$ cat config.mk
export PLATFORM = sky130hd
export DESIGN_NAME = reg_file_sequencer_flat
export DESIGN_NICKNAME = d
export VERILOG_FILES = /design/src/rtl/reg_file_sequencer_if.sv /design/src/rtl/reg_file_sequencer.sv /design/src/flat_wrapper.sv
export SDC_FILE = /design/constraint.sdc
export NUM_CORES = 1
export LEC_CHECK = 0
export CORE_MARGIN = 5
export CORE_UTILIZATION = 42
export CTS_CLUSTER_DIAMETER = 100
export DETAILED_ROUTE_END_ITERATION = 8
export GPL_ROUTABILITY_DRIVEN = 0
export GPL_TIMING_DRIVEN = 0
export PLACE_DENSITY = 0.65
export SLEW_MARGIN = 15
export SYNTH_ARGS = -nofsm -noshare
export SYNTH_HDL_FRONTEND = slang
export SYNTH_SLANG_ARGS = --single-unit
$ cat constraint.sdc
create_clock -name clk -period 3.3 [get_ports clk]
set_input_delay 0.66 -clock clk [delete_from_list [all_inputs] [get_ports clk]]
set_output_delay 0.66 -clock clk [all_outputs]
set_load 0.03 [all_outputs]
$ cat src/rtl/reg_file_sequencer_if.sv
// Command handshake between a command source and the register-file sequencer.
// The master drives a command and the sequencer (slave) returns ready.
interface reg_file_sequencer_if;
    logic       cmd_valid;
    logic       cmd_ready;
    logic [2:0] cmd_op;
    logic [1:0] cmd_rd;
    logic [1:0] cmd_rs1;
    logic [1:0] cmd_rs2;
    logic [7:0] cmd_imm;

    modport master (
        output cmd_valid, cmd_op, cmd_rd, cmd_rs1, cmd_rs2, cmd_imm,
        input  cmd_ready
    );

    modport slave (
        input  cmd_valid, cmd_op, cmd_rd, cmd_rs1, cmd_rs2, cmd_imm,
        output cmd_ready
    );
endinterface

$ cat src/rtl/reg_file_sequencer.sv
// Four-phase (IDLE/READ/EXEC/WB) sequencer executing one ALU command at a time
// against an external register file with combinational reads.
module reg_file_sequencer (
    input  logic                 clk,
    input  logic                 reset,
    reg_file_sequencer_if.slave  cmd,
    output logic [1:0]           rf_port_a_sel,
    output logic [1:0]           rf_port_b_sel,
    input  logic [7:0]           rf_port_a_data,
    input  logic [7:0]           rf_port_b_data,
    output logic                 rf_write_en,
    output logic [1:0]           rf_write_sel,
    output logic [7:0]           rf_input_data,
    output logic                 done,
    output logic                 busy,
    output logic [7:0]           result,
    output logic                 flag_z,
    output logic                 flag_c
);

    typedef enum logic [1:0] {
        StIdle,
        StRead,
        StExec,
        StWb
    } state_e;

    typedef enum logic [2:0] {
        OpAdd = 3'b000,
        OpSub = 3'b001,
        OpAnd = 3'b010,
        OpOr  = 3'b011,
        OpXor = 3'b100,
        OpLdi = 3'b101,
        OpMov = 3'b110,
        OpCmp = 3'b111
    } op_e;

    state_e     state_q, state_d;
    op_e        op_q;
    logic [1:0] rd_q, rs1_q, rs2_q;
    logic [7:0] imm_q;
    logic [7:0] a_q, b_q;
    logic [7:0] result_q;
    logic       flag_z_q, flag_c_q;

    logic       accept;
    logic [7:0] alu_res;
    logic       alu_c;
    logic [8:0] alu_sum;

    assign cmd.cmd_ready = (state_q == StIdle) && !reset;
    assign accept        = cmd.cmd_valid && cmd.cmd_ready;

    always_comb begin
        state_d = state_q;
        unique case (state_q)
            StIdle: if (accept) state_d = StRead;
            StRead: state_d = StExec;
            StExec: state_d = StWb;
            StWb:   state_d = StIdle;
            default: state_d = StIdle;
        endcase
    end

    always_comb begin
        alu_sum = {1'b0, a_q} + {1'b0, b_q};
        alu_res = 8'h00;
        alu_c   = 1'b0;
        unique case (op_q)
            OpAdd: begin
                alu_res = alu_sum[7:0];
                alu_c   = alu_sum[8];
            end
            OpSub, OpCmp: begin
                alu_res = a_q - b_q;
                alu_c   = (a_q < b_q);
            end
            OpAnd: alu_res = a_q & b_q;
            OpOr:  alu_res = a_q | b_q;
            OpXor: alu_res = a_q ^ b_q;
            OpLdi: alu_res = imm_q;
            OpMov: alu_res = a_q;
            default: alu_res = 8'h00;
        endcase
    end

    always_ff @(posedge clk) begin
        if (reset) begin
            state_q  <= StIdle;
            op_q     <= OpAdd;
            rd_q     <= 2'd0;
            rs1_q    <= 2'd0;
            rs2_q    <= 2'd0;
            imm_q    <= 8'h00;
            a_q      <= 8'h00;
            b_q      <= 8'h00;
            result_q <= 8'h00;
            flag_z_q <= 1'b0;
            flag_c_q <= 1'b0;
        end else begin
            state_q <= state_d;
            if (accept) begin
                op_q  <= op_e'(cmd.cmd_op);
                rd_q  <= cmd.cmd_rd;
                rs1_q <= cmd.cmd_rs1;
                rs2_q <= cmd.cmd_rs2;
                imm_q <= cmd.cmd_imm;
            end
            if (state_q == StRead) begin
                a_q <= rf_port_a_data;
                b_q <= rf_port_b_data;
            end
            if (state_q == StExec) begin
                result_q <= alu_res;
                flag_c_q <= alu_c;
                flag_z_q <= (alu_res == 8'h00);
            end
        end
    end

    assign rf_port_a_sel = rs1_q;
    assign rf_port_b_sel = rs2_q;
    assign rf_write_sel  = rd_q;
    assign rf_input_data = result_q;

    // Reset gates WB so an aborted command neither writes nor signals completion.
    assign rf_write_en = (state_q == StWb) && (op_q != OpCmp) && !reset;
    assign done        = (state_q == StWb) && !reset;
    assign busy        = (state_q != StIdle);

    assign result = result_q;
    assign flag_z = flag_z_q;
    assign flag_c = flag_c_q;

endmodule

$ cat src/flat_wrapper.sv
// flat-port wrapper written by rule: the top's interface ports become plain ports
module reg_file_sequencer_flat 
  (clk, reset, rf_port_a_sel, rf_port_b_sel, rf_port_a_data, rf_port_b_data, rf_write_en, rf_write_sel, rf_input_data, done, busy, result, flag_z, flag_c, cmd_cmd_valid, cmd_cmd_op, cmd_cmd_rd, cmd_cmd_rs1, cmd_cmd_rs2, cmd_cmd_imm, cmd_cmd_ready);
  reg_file_sequencer_if cmd_i ();
  input  logic clk;
  input  logic reset;
  output logic [1:0] rf_port_a_sel;
  output logic [1:0] rf_port_b_sel;
  input  logic [7:0] rf_port_a_data;
  input  logic [7:0] rf_port_b_data;
  output logic rf_write_en;
  output logic [1:0] rf_write_sel;
  output logic [7:0] rf_input_data;
  output logic done;
  output logic busy;
  output logic [7:0] result;
  output logic flag_z;
  output logic flag_c;
  input wire logic [$bits(cmd_i.cmd_valid)-1:0] cmd_cmd_valid;
  input wire logic [$bits(cmd_i.cmd_op)-1:0] cmd_cmd_op;
  input wire logic [$bits(cmd_i.cmd_rd)-1:0] cmd_cmd_rd;
  input wire logic [$bits(cmd_i.cmd_rs1)-1:0] cmd_cmd_rs1;
  input wire logic [$bits(cmd_i.cmd_rs2)-1:0] cmd_cmd_rs2;
  input wire logic [$bits(cmd_i.cmd_imm)-1:0] cmd_cmd_imm;
  output wire logic [$bits(cmd_i.cmd_ready)-1:0] cmd_cmd_ready;
  assign cmd_i.cmd_valid = cmd_cmd_valid;
  assign cmd_i.cmd_op = cmd_cmd_op;
  assign cmd_i.cmd_rd = cmd_cmd_rd;
  assign cmd_i.cmd_rs1 = cmd_cmd_rs1;
  assign cmd_i.cmd_rs2 = cmd_cmd_rs2;
  assign cmd_i.cmd_imm = cmd_cmd_imm;
  assign cmd_cmd_ready = cmd_i.cmd_ready;
  reg_file_sequencer u_core (.clk(clk), .reset(reset), .cmd(cmd_i), .rf_port_a_sel(rf_port_a_sel), .rf_port_b_sel(rf_port_b_sel), .rf_port_a_data(rf_port_a_data), .rf_port_b_data(rf_port_b_data), .rf_write_en(rf_write_en), .rf_write_sel(rf_write_sel), .rf_input_data(rf_input_data), .done(done), .busy(busy), .result(result), .flag_z(flag_z), .flag_c(flag_c));
endmodule
==> results of run 1 <==
[stage by stage]
step	setup slack (ns)	std cells	total power, mW	utilization
after floorplan	0.890	389	1.90	-
after global placement	-0.364	551	2.34	0.535
after detailed placement	-0.399	551	2.38	0.535
after CTS	0.0408	559	2.76	0.548
after global routing	0.0164	559	2.98	0.549
final	0.144	559	2.76	0.549
[repair_timing]
action,4_1_cts,5_1_grt
gates resized for setup,2,1
hold buffers,0,0
hold endpoints to repair,0,0
setup endpoints to repair,1,1
pin swaps,0,0
gates cloned,0,0
[critical path: stages]
cell and delay (ns):
clkdlybuf4s50_1 0.60, clkbuf_2 0.29, clkbuf_4 0.29, nor2_1 0.06, clkdlybuf4s50_1 0.59
[state kept, by name (all words and copies together) (netlist names)]
name / cells
u_core.rf_port_a_sel: 2
u_core.imm_q: 8
u_core.flag_z: 1
u_core.rf_write_sel: 2
u_core.flag_c: 1
u_core.op_q: 3
u_core.state_q: 2
u_core.a_q: 8
u_core.rf_port_b_sel: 2
u_core.b_q: 8
u_core.result: 8
[layout make-up]
| class | instances | area share |
|---|---|---|
| clock inverters | 3 | 0.00629 |
| inverters | 29 | 0.0273 |
| clock buffers | 5 | 0.0173 |
| repair buffers | 63 | 0.158 |
| well taps | 99 | 0.0311 |
| plain buffers | 32 | 0.0472 |
| flip-flops and latches | 45 | 0.226 |
| multi-input cells | 283 | 0.486 |
[layout by cell type, fill, tap and decap left out, drive strengths merged, types with 3 or more instances in the layout]
master / instances
nor2: 38
a221oi: 4
a22oi: 3
a21o: 3
inv: 30
o21ai: 30
clkbuf: 17
buf: 20
o31ai: 3
dfxtp: 45
nand2: 49
o311ai: 3
o2bb2ai: 3
nand2b: 7
ha: 30
o22ai: 3
mux2i: 23
nor3: 4
clkdlybuf4s50: 63
nand3: 10
nor2b: 4
a211oi: 4
a21oi: 17
xnor2: 3
[power breakdown]
group          switching, mW  internal [mW]
logic                  0.937          0.682
clock network          0.219          0.153
registers              0.102          0.665
[logic make-up after synthesis]
family | count (synthesis) | synth area share
adders and majority gates | 32 | 0.133
buffers and inverters | 61 | 0.0932
AOI/OAI and AO/OA | 94 | 0.202
xor gates and xnor gates | 5 | 0.0140
and+or+nand+nor | 127 | 0.189
muxes | 25 | 0.0808
DFF | 45 | 0.288
[worst paths after layout]
check | cells after the start | slack (ns) | endpoint | start
worst min-delay path | 2 | 0.47 | u_core.rf_port_b_sel[0]$_SDFFE_PP0P_ | u_core.rf_port_b_sel[0]$_SDFFE_PP0P_
worst max register to register | 8 | 0.51 | u_core.flag_z$_SDFFE_PP0P_ | u_core.a_q[1]$_SDFFE_PP0N_
worst min register to register | 2 | 0.47 | u_core.rf_port_b_sel[0]$_SDFFE_PP0P_ | u_core.rf_port_b_sel[0]$_SDFFE_PP0P_
worst max-delay path | 5 | 0.14 | cmd_cmd_ready | reset
[layer usage]
layer,global-route usage,part of all wire,vias up
met5,0,0,-
met4,0.0640,0.018,0
met3,0.0344,0.058,15
met2,0.317,0.46,96
met1,0.268,0.46,1378
li1,-,-,1475
==> qor.txt, run 1 <==
CTS H-tree depth = 2
I/O pin count = 64
Status = finished clean
Hold_ws = 0.468 ns
# diodes = 0
Starting Density = 0.431
Core Rows = 31
Max-slew headroom = 0.477
Via count = 2964
Minimum clock period = 3.16 ns
Setup tns final = 0 ns
Drt total wl = 8730 um
Post-DP Area = 0.00388 sq mm
CTS tree = yes
Vias in the first global route = 2920
Clock skew = 0.0139 ns
Footprint of the multi-input gates = 0.00193 sq mm
# clock sinks = 45
Die span in y = 96.3 um
Max-Cap Viols = 0
Share of the synthesized area in the top cell type = 0.288
Leak = 1.56 nW
Final nets = 527
Cell accounting for the most synthesized area = dfxtp_1
Share of layout cells above drive strength 1 = 0.0848
Tightest Pin Transition = 0.784 ns
Ys Warns = 0
Initial antenna violation count = 0
P per Cell Area = 693 mW/mm^2
Routed len/inst = 15.6 um
Maximum VDD drop = 0.000270 V
Synth Net Count = 457
Final hold violations = 0
Largest net degree at the start of global routing = 17
Register area = 901 sq um
Sequential area share after synthesis = 0.288
Worst Path Arrival = 2.50 ns
Post-DP HPWL = 6610 um
Max Clk Rate = 0.317 GHz
Ys flop type = dfxtp_1
Setup bufs post-CTS = 0
DRT iter0 DRCs = 203
Clk_lat worst skew = 0.31 ns
Post-route cell area = 0.00398 sq mm
Most frequent cell after synthesis = nand2_1
Detailed Routing Iterations Pass 1 = 4
Netlist cell types = 62
RSZ-0062 raised after global routing = no
CP Class = in2out
Num CTS Buffers = 5
Fin crit share = 0.956
Netlist Area Pre-Place = 0.00313 sq mm
# setup viols final = 0
Area grow syn2layout = 27.3%
Synth area leaders = dfxtp_1, ha_1, mux2i_1, nand2_1, o21ai_0
Crit start category = input pin
Synth Instances = 389
First-pass GRT wire length = 14200 um
Critical path fanouts, max = 10
CTS max path bufs = 2
GRT Total Usage = 0.198
Hold crit path type = reg2reg
Overflow after GRT = 0
# fillers = 703
DRC = 0
Die width = 96.3 um
Slew Limit Fails = 0
Crit. End Element = output pin
Detail Route Antenna Nets = 0
Clock transition at path regs = 0.10 ns
Ys async rst share = 0
Placeable Area = 0.00725 sq mm
Via/cell ratio = 5.30
CTS Root Cell = clkbuf_8
DIE AREA = 0.00927 sq mm
Yosys reg bits = 45
Commonest cells post-synth = nand2_1, dfxtp_1, nor2_1
Post-synth EDFFs = 0
Mean Syn Cell Area = 8.04 sq um
WP data required = 2.64 ns
Buffers on Ports = 63
No activity file was read; power rests on OpenSTA's default activity.
==> run 2, diff against run 1 <==
--- a/config.mk
+++ b/config.mk
@@ -5,13 +5,15 @@
 export SDC_FILE = /design/constraint.sdc
 export NUM_CORES = 1
 export LEC_CHECK = 0
+export CELL_PAD_IN_SITES_DETAIL_PLACEMENT = 0
+export CELL_PAD_IN_SITES_GLOBAL_PLACEMENT = 1
 export CORE_MARGIN = 5
-export CORE_UTILIZATION = 42
+export CORE_UTILIZATION = 38
 export CTS_CLUSTER_DIAMETER = 100
 export DETAILED_ROUTE_END_ITERATION = 8
 export GPL_ROUTABILITY_DRIVEN = 0
 export GPL_TIMING_DRIVEN = 0
-export PLACE_DENSITY = 0.65
+export PLACE_DENSITY = 0.78
 export SLEW_MARGIN = 15
 export SYNTH_ARGS = -nofsm -noshare
 export SYNTH_HDL_FRONTEND = slang
==> constraint.sdc (replaced) <==
create_clock -name clk -period 3 [get_ports clk]
set_input_delay 0.6 -clock clk [delete_from_list [all_inputs] [get_ports clk]]
set_output_delay 0.6 -clock clk [all_outputs]
set_load 0.03 [all_outputs]
==> run 2 against run 1 <==
  * Worst hold slack got worse by 0.0053 ns
  * Setup slack improved by 0.12 ns
  * Clock skew decreased by 0.0063 ns
  * Critical path type is now reg2out
  * Largest cell class unchanged
  * Highest routed layer unchanged
==> qor.txt, run 2 (synthesized netlist as in run 1, its figures left out) <==
Status = finished clean (unchanged)
Minimum clock period = 2.74 ns
Crit start category = flop (was input pin)
Crit. End Element = output pin (unchanged)
CTS H-tree depth = 2 (unchanged)
# clock sinks = 45 (unchanged)
WP data required = 2.40 ns (was 2.64 ns)
CP Class = reg2out (was in2out)
Register area = 901 sq um (unchanged)
Switching fraction of total power = 0.455 (was 0.456)
# setup viols final = 0 (unchanged)
Slew Limit Fails = 0 (unchanged)
Vias in the first global route = 2840 (was 2920)
Largest stage delay, worst path = 0.58 ns (was 0.60 ns)
Pre-CTS setup slack = -0.559 ns (was -0.399 ns)
Post-DP Area = 0.00389 sq mm (was 0.00388 sq mm)
Max-slew headroom = 0.469 (was 0.477)
Die width = 101 um (was 96.3 um)
Clock transition at path regs = 0.10 ns (about the same)
Commonest non-fill, non-tap cell in the layout = clkdlybuf4s50_1 (unchanged)
Hold_ws = 0.463 ns (was 0.468 ns)
Ordered cell list for the critical path = buf_2 -> buf_2 -> buf_4 -> nand3_1 -> and2_1 -> clkdlybuf4s50_1 (was clkdlybuf4s50_1 -> clkbuf_2 -> clkbuf_4 -> nor2_1 -> clkdlybuf4s50_1)
Dpl cells = 557 (was 551)
Share of layout cells above drive strength 1 = 0.0870 (was 0.0848)
Sw power = 1.38 mW (was 1.26 mW)
Max-Cap Viols = 0 (unchanged)
Via count = 2944 (was 2964)
Tightest Pin Transition = 0.796 ns (was 0.784 ns)
RSZ-0062 raised after global routing = no (unchanged)
Clk_lat worst skew = 0.31 ns (about the same)
Initial antenna violation count = 0 (unchanged)
Routed len/inst = 15.5 um (was 15.6 um)
I/O pin count = 64 (unchanged)
Setup bufs post-CTS = 0 (unchanged)
Comb power frac = 0.588 (was 0.587)
Max Clk Rate = 0.365 GHz
Footprint of the multi-input gates = 0.00194 sq mm (was 0.00193 sq mm)
Largest net degree at the start of global routing = 17 (unchanged)
Pint = 1.65 mW (was 1.50 mW)
CTS Root Cell = clkbuf_8 (unchanged)
Final hold violations = 0 (unchanged)
Core Rows = 33 (was 31)
Num CTS Buffers = 5 (unchanged)
CTS max path bufs = 2 (unchanged)
Starting Density = 0.384 (was 0.431)
DRC = 0 (unchanged)
Post-route cell area = 0.00400 sq mm (was 0.00398 sq mm)
Final core occ = 0.491 (was 0.549)
Overflow after GRT = 0 (unchanged)
Worst Path Arrival = 2.14 ns (was 2.50 ns)
Placeable Area = 0.00813 sq mm (was 0.00725 sq mm)
Area grow syn2layout = 27.9% (was 27.3%)
Clock power share = 0.134 (was 0.135)
# fillers = 818 (was 703)
Maximum VDD drop = 0.000267 V (was 0.000270 V)
Via/cell ratio = 5.21 (was 5.30)
Buffers on Ports = 63 (unchanged)
Most frequent cells in the layout = clkdlybuf4s50_1, nand2_1, dfxtp_1 (unchanged)
PnR worst setup slack = 0.260 ns (was 0.144 ns)
Cell repeated most along the worst path = buf_2 (was clkdlybuf4s50_1)
Detailed Routing Iterations Pass 1 = 4 (unchanged)
Clock skew = 0.00760 ns (was 0.0139 ns)
DIE AREA = 0.0101 sq mm (was 0.00927 sq mm)
Leak = 1.57 nW (was 1.56 nW)
Critical path fanouts, max = 10 (unchanged)
Fin crit share = 0.913
# diodes = 0 (unchanged)
Final Non-Filler Cells = 565 (was 559)
First-pass GRT wire length = 14300 um (was 14200 um)
P per Cell Area = 759 mW/mm^2 (was 693 mW/mm^2)
CTS tree = yes (unchanged)
Post-DP HPWL = 6820 um (was 6610 um)
Die span in y = 101 um (was 96.3 um)
CP max stage cell = clkdlybuf4s50_1 (unchanged)
Hold crit path type = reg2reg (unchanged)
GRT Total Usage = 0.176 (was 0.198)
Reg power frac = 0.278 (about the same)
Detail Route Antenna Nets = 0 (unchanged)
Final nets = 527 (unchanged)
Drt total wl = 8760 um (was 8730 um)
DRT iter0 DRCs = 143 (was 203)
-- run 2: cell types whose count changed in the layout (fill, tap and decap cells not counted), sizes merged --
cell           previous run  this run
clkdlybuf4s50            63        62
clkbuf                   17        16
buf                      20        21
dlymetal6s2s              0         1
-- run 2: worst max-delay path, delay by kind of cell, from the launching register on --
kind	cells	cell delay [ns]
buf+inv	4	1.26
flops	1	0.31
simple gates	2	0.26
-- run 2: metal layers --
layer  vias to the layer above  global-route usage  wire [um]
met5                         -                   0          0
met1                      1382               0.226       3980
met4                         0              0.0570        144
met3                        12              0.0346        464
li1                       1481                   -          -
met2                        69               0.297       4170
-- run 2: area by class of cell --
class	count	share of cell area
Sequential cell	45	0.225
Clock buffer	5	0.0172
Tap cell	105	0.0329
Timing Repair Buffer	63	0.158
Inverter	29	0.0272
Buffer	32	0.0476
Multi-Input combinational cell	283	0.485
Clock inverter	3	0.00626
-- run 2: repair_timing --
item | CTS | global route
hold buffers | 0 | 0
gates cloned | 0 | 0
setup endpoints to repair | 1 | 2
resized for setup | 4 | 2
endpoints found under the hold margin | 0 | 0
-- run 2: path summary, 6_finish.rpt --
check / endpoint / slack, ns / start / depth (start not counted)
setup / recovery: rf_write_en / 0.26 / u_core.op_q[1]$_SDFFE_PP0P_ / 6
hold / removal: u_core.rf_port_b_sel[1]$_SDFFE_PP0P_ / 0.46 / u_core.rf_port_b_sel[1]$_SDFFE_PP0P_ / 2
setup reg to reg: u_core.flag_z$_SDFFE_PP0P_ / 0.33 / u_core.a_q[0]$_SDFFE_PP0N_ / 10
hold reg to reg: u_core.rf_port_b_sel[1]$_SDFFE_PP0P_ / 0.46 / u_core.rf_port_b_sel[1]$_SDFFE_PP0P_ / 2
-- run 2: power by group through the flow --
stage / Clock (mW) / Combinational [mW] / Sequential, mW
floorplan: 0 / 1.18 / 0.916
global placement: 0 / 1.75 / 0.853
detailed placement: 0 / 1.78 / 0.860
CTS: 0.424 / 1.78 / 0.846
global route: 0.450 / 1.97 / 0.865
finish: 0.407 / 1.79 / 0.843
-- run 2: through the flow --
stage	setup TNS (ns)	total power [mW]
finish	0	3.04
global route	0	3.28
CTS	0	3.05
detailed placement	-0.559	2.64
global placement	-0.561	2.60
floorplan	0	2.09
==> run 3, diff against run 2 <==
--- a/config.mk
+++ b/config.mk
@@ -5,15 +5,13 @@
 export SDC_FILE = /design/constraint.sdc
 export NUM_CORES = 1
 export LEC_CHECK = 0
-export CELL_PAD_IN_SITES_DETAIL_PLACEMENT = 0
-export CELL_PAD_IN_SITES_GLOBAL_PLACEMENT = 1
 export CORE_MARGIN = 5
-export CORE_UTILIZATION = 38
+export CORE_UTILIZATION = 42
 export CTS_CLUSTER_DIAMETER = 100
 export DETAILED_ROUTE_END_ITERATION = 8
 export GPL_ROUTABILITY_DRIVEN = 0
 export GPL_TIMING_DRIVEN = 0
-export PLACE_DENSITY = 0.78
+export PLACE_DENSITY = 0.65
 export SLEW_MARGIN = 15
 export SYNTH_ARGS = -nofsm -noshare
 export SYNTH_HDL_FRONTEND = slang
==> run 3 against run 2 <==
  * Flip-flop and latch count is the same
  * Clock power is essentially flat
  * Largest power group unchanged
  * Sequential power is essentially flat
  * Combinational power is essentially flat
  * Via count grew 0.68%
  * Register-to-register slack lost 0.13 ns
  * Cell area shrank 0.31%
  * Global-route usage grew 2.1 points
  * Critical endpoint is now u_core.flag_z$_SDFFE_PP0P_
  * Clock-buffer cell count is the same
  * Die area shrank 8.6%
==> qor.txt, run 3 (synthesized netlist as in run 1, its figures left out) <==
Status = finished clean (unchanged)
Commonest non-fill, non-tap cell in the layout = clkdlybuf4s50_1 (unchanged)
Maximum VDD drop = 0.000297 V (was 0.000267 V)
Crit start category = flop (unchanged)
CTS H-tree depth = 2 (unchanged)
RSZ-0062 raised after global routing = no (unchanged)
Buffers on Ports = 63 (unchanged)
CTS Root Cell = clkbuf_8 (unchanged)
Die width = 96.3 um (was 101 um)
Power Total = 3.04 mW (about the same)
Max-Cap Viols = 0 (unchanged)
Final Non-Filler Cells = 559 (was 565)
DIE AREA = 0.00927 sq mm (was 0.0101 sq mm)
WP data required = 3.24 ns (was 2.40 ns)
Reg power frac = 0.278 (about the same)
P per Cell Area = 762 mW/mm^2 (was 759 mW/mm^2)
Pint = 1.65 mW (about the same)
Most frequent cells in the layout = clkdlybuf4s50_1, nand2_1, dfxtp_1 (unchanged)
Routed len/inst = 15.6 um (was 15.5 um)
Final nets = 527 (unchanged)
Max Clk Rate = 0.357 GHz (was 0.365 GHz)
Fin crit share = 0.933 (was 0.913)
Ordered cell list for the critical path = inv_1 -> ha_1 -> or2_1 -> a211oi_1 -> o22a_1 -> a2111oi_1 -> or4_1 -> o31ai_2 (was buf_2 -> buf_2 -> buf_4 -> nand3_1 -> and2_1 -> clkdlybuf4s50_1)
Sw power = 1.39 mW (was 1.38 mW)
Largest stage delay, worst path = 0.54 ns (was 0.58 ns)
R2r endpoint = u_core.flag_z$_SDFFE_PP0P_ (unchanged)
CTS tree = yes (unchanged)
Met3 wire len = 544 um (was 464 um)
DRT iter0 DRCs = 206 (was 143)
Setup bufs post-CTS = 0 (unchanged)
Critical path fanouts, max = 5 (was 10)
FF-to-FF setup slack = 0.20 ns (was 0.33 ns)
Share of layout cells above drive strength 1 = 0.0848 (was 0.0870)
Reg2reg path depth = 8 (was 10)
Comb power frac = 0.588 (about the same)
Detailed Routing Iterations Pass 1 = 5 (was 4)
Leak = 1.57 nW (about the same)
Core Rows = 31 (was 33)
Num CTS Buffers = 5 (unchanged)
Crit. End Element = flop (was output pin)
DRC = 0 (unchanged)
CP Class = reg2reg (was reg2out)
Top Layer Used = met4 (unchanged)
Met2 routed WL = 3990 um (was 4170 um)
Final hold violations = 0 (unchanged)
Area grow syn2layout = 27.5% (was 27.9%)
I/O pin count = 64 (unchanged)
Via/cell ratio = 5.30 (was 5.21)
Dpl cells = 551 (was 557)
CP max stage cell = or4_1 (was clkdlybuf4s50_1)
Clk_lat worst skew = 0.31 ns (about the same)
Max-slew headroom = 0.477 (was 0.469)
Critical Path End = u_core.flag_z$_SDFFE_PP0P_ (was rf_write_en)
Hold buffer count at cts = 0 (unchanged)
RR Startpoint = u_core.a_q[1]$_SDFFE_PP0N_ (was u_core.a_q[0]$_SDFFE_PP0N_)
Initial antenna violation count = 0 (unchanged)
Via count = 2964 (was 2944)
Die span in y = 96.3 um (was 101 um)
GRT Total Usage = 0.198 (was 0.176)
Vias in the first global route = 2920 (was 2840)
Starting Density = 0.431 (was 0.384)
Switching fraction of total power = 0.456 (was 0.455)
# diodes = 0 (unchanged)
Placeable Area = 0.00725 sq mm (was 0.00813 sq mm)
Tightest Pin Transition = 0.784 ns (was 0.796 ns)
Drt total wl = 8730 um (was 8760 um)
# setup viols final = 0 (unchanged)
First-pass GRT wire length = 14200 um (was 14300 um)
Clock skew = 0.0115 ns (was 0.00760 ns)
Overflow after GRT = 0 (unchanged)
Worst Path Arrival = 3.04 ns (was 2.14 ns)
Minimum clock period = 2.80 ns (was 2.74 ns)
Clock transition at path regs = 0.10 ns (about the same)
Critical path origin = u_core.a_q[1]$_SDFFE_PP0N_ (was u_core.op_q[1]$_SDFFE_PP0P_)
# clock sinks = 45 (unchanged)
Hold crit path type = reg2reg (unchanged)
Post-DP HPWL = 6610 um (was 6820 um)
Slew Limit Fails = 0 (unchanged)
Clock power share = 0.134 (about the same)
Detail Route Antenna Nets = 0 (unchanged)
CTS max path bufs = 2 (unchanged)
Largest net degree at the start of global routing = 17 (unchanged)
Met1 wire length = 4040 um (was 3980 um)
==> run 3: repair_timing <==
item                       4_1_cts  5_1_grt
pin swaps                        0        0
gates resized for setup          4        1
setup endpoints to repair        1        1
==> run 3: how the worst min path moves through the flow <==
stage	end	depth (start not counted)	from
after floorplan	u_core.imm_q[0]$_SDFFE_PP0P_	2	u_core.imm_q[0]$_SDFFE_PP0P_
after global placement	u_core.rf_port_b_sel[1]$_SDFFE_PP0P_	2	u_core.rf_port_b_sel[1]$_SDFFE_PP0P_
after detailed placement	u_core.rf_port_b_sel[1]$_SDFFE_PP0P_	2	u_core.rf_port_b_sel[1]$_SDFFE_PP0P_
after CTS	u_core.rf_port_b_sel[1]$_SDFFE_PP0P_	2	u_core.rf_port_b_sel[1]$_SDFFE_PP0P_
after global routing	u_core.rf_write_sel[0]$_SDFFE_PP0P_	2	u_core.rf_write_sel[0]$_SDFFE_PP0P_
final	u_core.rf_port_b_sel[0]$_SDFFE_PP0P_	2	u_core.rf_port_b_sel[0]$_SDFFE_PP0P_
==> run 3: through the flow <==
step | setup TNS (ns) | hold WS (ns) | utilization | setup WS, ns | instance area [sq um]
after floorplan | 0 | 0.436 | - | 0.590 | 3130
after global placement | -0.544 | 0.445 | 0.535 | -0.544 | 3880
final | 0 | 0.468 | 0.549 | 0.202 | 3990
after global routing | 0 | 0.495 | 0.549 | 0.0631 | 3990
after detailed placement | -0.579 | 0.456 | 0.535 | -0.579 | 3880
after CTS | 0 | 0.471 | 0.549 | 0.00348 | 3980
==> run 3: layout make-up <==
| type | count | area (sq um) |
|---|---|---|
| Multi-Input combinational cell | 283 | 1930 |
| Clock buffer | 5 | 68.8 |
| Buffer | 32 | 190 |
| Clock inverter | 3 | 25.0 |
| Tap cell | 99 | 124 |
| Fill cell | 700 | 3270 |
| Timing Repair Buffer | 63 | 633 |
| Inverter | 29 | 109 |
| Sequential cell | 45 | 901 |
==> run 3: layer usage <==
layer,global-route usage,up-vias
li1,-,1471
met1,0.268,1386
met2,0.317,94
met3,0.0344,13
met4,0.0640,0
met5,0,-
==> run 3: power groups by stage <==
stage	clock, mW	sequential (mW)	combinational (mW)
after detailed placement	0	0.858	1.76
after CTS	0.423	0.845	1.77
after global placement	0	0.851	1.73
final	0.408	0.843	1.78
after floorplan	0	0.916	1.18
after global routing	0.449	0.867	1.96
==> run 3: worst max-delay path, delay by kind of cell, from the launching register on <==
family,cells,cell delay (ns)
AND/OR/NAND/NOR,2,0.81
adder cells (fa/ha/maj),1,0.34
AO/OA/AOI/OAI,4,1.00
buffers and inverters,1,0.14
flip-flops,1,0.43
